File: src/rtl/fpu_result_buffer.sv
// Result buffer behind the FPU: a first-word-fall-through FIFO of {status, data}
// entries, plus saturating per-status debug event counters.
module fpu_result_buffer #(
    parameter int DEPTH = 8,
    parameter int CNT_W = 16
) (
    input  logic                     clock_100KHz,
    input  logic                     reset,
    input  logic                     result_valid_in,
    input  logic [31:0]              data_in,
    input  logic [3:0]               status_in,
    input  logic                     pop_in,
    input  logic                     clear_cnt_in,
    output logic [31:0]              data_out,
    output logic [3:0]               status_out,
    output logic                     out_valid,
    output logic                     full,
    output logic [$clog2(DEPTH):0]   level,
    output logic [CNT_W-1:0]         cnt_exact,
    output logic [CNT_W-1:0]         cnt_overflow,
    output logic [CNT_W-1:0]         cnt_underflow,
    output logic [CNT_W-1:0]         cnt_inexact,
    output logic [CNT_W-1:0]         cnt_dropped,
    output logic [CNT_W-1:0]         cnt_illegal
);

    localparam int AW = $clog2(DEPTH);
    localparam int LW = AW + 1;
    localparam logic [LW-1:0] FULL_LVL = LW'(DEPTH);

    localparam logic [3:0] ST_EXACT     = 4'b0001;
    localparam logic [3:0] ST_OVERFLOW  = 4'b0011;
    localparam logic [3:0] ST_UNDERFLOW = 4'b0111;
    localparam logic [3:0] ST_INEXACT   = 4'b1111;

    logic [35:0]      mem [DEPTH];
    logic [AW-1:0]    wr_ptr;
    logic [AW-1:0]    rd_ptr;
    logic [LW-1:0]    level_q;
    logic [35:0]      head;
    logic             legal;
    logic             push_ok;
    logic             pop_ok;
    logic [5:0]       inc;
    logic [CNT_W-1:0] cnt_q [6];

    // Handshake: the head entry is offered whenever out_valid is high and is
    // consumed on a rising edge where pop_in is also high; pop_in alone is ignored.
    assign out_valid = (level_q != '0);
    assign full      = (level_q == FULL_LVL);
    assign level     = level_q;

    assign legal   = (status_in == ST_EXACT) || (status_in == ST_OVERFLOW) ||
                     (status_in == ST_UNDERFLOW) || (status_in == ST_INEXACT);
    assign pop_ok  = pop_in && out_valid;
    assign push_ok = result_valid_in && legal && (!full || pop_ok);

    assign head       = mem[rd_ptr];
    assign data_out   = out_valid ? head[31:0]  : 32'h0;
    assign status_out = out_valid ? head[35:32] : 4'h0;

    always_ff @(posedge clock_100KHz) begin
        if (push_ok) begin
            mem[wr_ptr] <= {status_in, data_in};
        end
    end

    always_ff @(posedge clock_100KHz or negedge reset) begin
        if (!reset) begin
            wr_ptr  <= '0;
            rd_ptr  <= '0;
            level_q <= '0;
        end else begin
            if (push_ok) begin
                wr_ptr <= wr_ptr + AW'(1);
            end
            if (pop_ok) begin
                rd_ptr <= rd_ptr + AW'(1);
            end
            case ({push_ok, pop_ok})
                2'b10:   level_q <= level_q + LW'(1);
                2'b01:   level_q <= level_q - LW'(1);
                default: level_q <= level_q;
            endcase
        end
    end

    // Exactly one event per strobe: stored by status, dropped when full, or illegal.
    always_comb begin
        inc    = '0;
        inc[0] = push_ok && (status_in == ST_EXACT);
        inc[1] = push_ok && (status_in == ST_OVERFLOW);
        inc[2] = push_ok && (status_in == ST_UNDERFLOW);
        inc[3] = push_ok && (status_in == ST_INEXACT);
        inc[4] = result_valid_in && legal && !push_ok;
        inc[5] = result_valid_in && !legal;
    end

    always_ff @(posedge clock_100KHz or negedge reset) begin
        if (!reset) begin
            for (int i = 0; i < 6; i++) begin
                cnt_q[i] <= '0;
            end
        end else begin
            for (int i = 0; i < 6; i++) begin
                if (clear_cnt_in) begin
                    cnt_q[i] <= '0;
                end else if (inc[i] && (cnt_q[i] != '1)) begin
                    cnt_q[i] <= cnt_q[i] + CNT_W'(1);
                end
            end
        end
    end

    assign cnt_exact     = cnt_q[0];
    assign cnt_overflow  = cnt_q[1];
    assign cnt_underflow = cnt_q[2];
    assign cnt_inexact   = cnt_q[3];
    assign cnt_dropped   = cnt_q[4];
    assign cnt_illegal   = cnt_q[5];

endmodule

File: config.mk
export PLATFORM = sky130hd
export DESIGN_NAME = fpu_result_buffer
export DESIGN_NICKNAME = d
export VERILOG_FILES = /design/src/rtl/fpu_result_buffer.sv
export SDC_FILE = /design/constraint.sdc
export NUM_CORES = 1
export LEC_CHECK = 0
export ABC_AREA = 0
export CAP_MARGIN = 30
export CELL_PAD_IN_SITES_DETAIL_PLACEMENT = 2
export CELL_PAD_IN_SITES_GLOBAL_PLACEMENT = 2
export CORE_MARGIN = 2
export CORE_UTILIZATION = 41
export CTS_CLUSTER_DIAMETER = 120
export CTS_CLUSTER_SIZE = 16
export DETAILED_ROUTE_END_ITERATION = 6
export HOLD_SLACK_MARGIN = 0.1
export PLACE_DENSITY_LB_ADDON = 0.15
export SYNTH_ARGS = -nofsm -noshare
export SYNTH_HDL_FRONTEND = slang
export SYNTH_SLANG_ARGS = --single-unit
File: constraint.sdc
create_clock -name clock_100KHz -period 7 [get_ports clock_100KHz]
set_clock_uncertainty 0.05 [all_clocks]
set_input_delay 2.1 -clock clock_100KHz [delete_from_list [all_inputs] [get_ports clock_100KHz]]
set_output_delay 2.1 -clock clock_100KHz [all_outputs]
set_load 0.02 [all_outputs]
==> summary.txt <==
Root Buffer: clkbuf_16
TritonCTS clock tree: built
layout cell share with drive strength beyond 1: 13.1%
Clock Pin Slew Worst Setup and Hold Paths: 0.08 ns
HPWL after detailed placement: 29.5 mm
Die X: 206 um
Starting Density: 41.3%
Chip Height: 206 um
Post-Route WL: 45.0 mm
Max Freq: 181 MHz
sequential share of the synthesized area: 67.4%
Global Route Usage Sum: 21.6%
EDFF count, synth: 288
required time of the critical path: 4.85 ns
Synth Warn #: 0
CP startpoint kind: flop
initial antenna violation count: 1
DR vias/cell: 5.60
post-layout util: 49.6%
commonest non-fill, non-tap cell in the layout: edfxtp_1
dpl ws: 1.28 ns
outcome: finished, final reports clean
TritonRoute pass-1 iters: 5
post-synthesis cell type count: 57
setup ws final: 1.48 ns
post-synthesis async set-or-reset flop share: 26.9%
max-cap violations: 0
fill cell count: 3829
largest net degree at the start of global routing: 66
nets: 1330
worst hold path type: flop to flop
crit path DAT: 3.37 ns
Setup TNS: 0 ns
dominant synthesized flop cell: edfxtp_1
final hold vios: 0
first-pass GRT wire length: 69.9 mm
Resize count post-CTS: 0
CTS HTree Levels: 1
RSZ-0062 raised after global routing: false
IO Port Bufs: 178
via count: 10259
most frequent cells in the layout: 288 x edfxtp_1, 176 x clkdlybuf4s50_1, 110 x nor2_1, 103 x dfrtp_1, 72 x mux4_2
min-delay src: cnt_exact[5]$_DFFE_PN0P_
DR iter-0 viols: 428
synthesized area per cell: 15.3 um2
Core Region: 40600 um2
vias in the first global route: 11310
post-route clock period utilization: 78.8%
CP Launch Point: rd_ptr[0]$_DFFE_PN0P_
Worst-Skew Late Latency: 0.57 ns
Power Density: 311 nW/um2
Inserted Clock Buffers: 28
Mapped Area: 16800 um2
Sink Count: 394
Crit. End Element: primary output
DR DRC count: 0
CP max FO: 41
Post-CTS Setup Inserts: 0
Yosys reg bits: 394
io pins: 179
hold buffers post-CTS: 0
Tot Pwr: 6.27 mW
kind of critical path: flop to primary output
Mapped Cells: 1095
gpl congestion: 0.769
worst slew pin tran: 0.954 ns
fin crit period: 5.52 ns
Syn Nets: 1147
overflow left after global routing: 0
worst vdd ir: 0.163 mV
Area Growth Syn to Fin: 20.0%
Crit Reg-Reg Startpoint: level[0]$_DFFE_PN0P_
max_slew headroom: 35.8%
FP Rows: 74
Final Slew Violations: 0
CTS Buffer Depth: 3
LEAKAGE: 6.79 nW
Hold Slack: 0.517 ns
final setup violation count: 0
drt wl/cell: 24.5 um
Post-DRT Antenna Nets: 0
die area: 42500 um2
==> worst paths after layout <==
check	end	slack, ns	cells after the start
worst max-delay path	status_out[2]	1.48	5
worst min-delay path	cnt_exact[5]$_DFFE_PN0P_	0.52	2
worst max register to register	level[3]$_DFFE_PN0P_	3.82	11
worst min register to register	cnt_exact[5]$_DFFE_PN0P_	0.52	2
max in group asynchronous	cnt_illegal[8]$_DFFE_PN0P_	4.16	2
min in group asynchronous	cnt_underflow[6]$_DFFE_PN0P_	1.59	1
==> cells by family (layout without fill, tap and decap cells) <==
| family | count (synthesis) | in the layout | share of synthesized area (%) |
|---|---|---|---|
| adder cells (fa/ha/maj) | 11 | 11 | 0.866 |
| flip-flops | 394 | 394 | 67.4 |
| AO/OA/AOI/OAI | 77 | 77 | 2.99 |
| multiplexers | 120 | 120 | 12.6 |
| XOR/XNOR | 62 | 62 | 3.24 |
| AND/OR/NAND/NOR | 364 | 364 | 11.3 |
| other | 0 | 1 | 0 |
| buffers and inverters | 67 | 271 | 1.63 |
==> registers in the layout (all words and copies together) (netlist names) <==
register	count
wr_ptr	3
cnt_exact	16
mem	288
cnt_dropped	16
cnt_overflow	16
level	4
rd_ptr	3
cnt_inexact	16
cnt_illegal	16
cnt_underflow	16
==> stage by stage <==
stage          instances  cell area [um2]
2_1_floorplan       1095            16800
3_5_place_dp        1780            19300
3_3_place_gp        1778            19300
4_1_cts             1831            20100
6_report            1832            20100
5_1_grt             1831            20100
==> Yosys cell counts, types with 11 or more instances <==
master      n  area [um2]
mux2i_1    40         400
inv_1      17        63.8
nand3_1    37         185
nand4_1    23         144
and4_1     11        96.3
and3_1     12        75.1
nor4_1     27         169
xnor2_1    57         499
nand2_1    48         180
o21ai_0    14        70.1
dfrtp_1   106        2650
or3_1      13        81.3
a21oi_1    27         135
nor2_1    114         428
mux4_2     72        1620
edfxtp_1  288        8650
nor3_1     29         145
clkbuf_1   36         135
nor2b_1    11        68.8
buf_1      11        41.3
==> worst max-delay path, stage by stage (launching register included) <==
cell and delay (ns):
dfrtp_4 0.89, buf_12 0.40, mux4_2 0.55, mux2i_1 0.22, nor2_1 0.14, clkdlybuf4s50_1 0.56
==> power breakdown <==
part	internal [mW]	switching [mW]
Clock	0.776	0.801
Combinational	0.941	0.948
Sequential	2.62	0.184
Total	4.33	1.93
==> layer usage <==
layer | part of all wire (%) | track usage [%] | routed length, um | vias up
met5 | 0 | 0 | 0 | -
met4 | 1.1 | 3.75 | 513 | 0
met3 | 5.3 | 4.38 | 2360 | 36
met2 | 51 | 37.4 | 22800 | 202
met1 | 43 | 28.7 | 19300 | 5426
li1 | - | - | - | 4595
==> layout make-up <==
cell class / instances / area, um2 / area share [%]
repair buffers: 202 / 2000 / 9.95
multi-input cells: 634 / 5250 / 26.1
inverters: 18 / 72.6 / 0.361
flip-flops and latches: 394 / 11300 / 56.2
clock buffers: 50 / 805 / 4.00
well taps: 532 / 666 / 3.31
diodes: 1 / 2.50 / 0.0124
clock inverters: 1 / 8.76 / 0.0435
No activity file was read; power rests on OpenSTA's default activity.
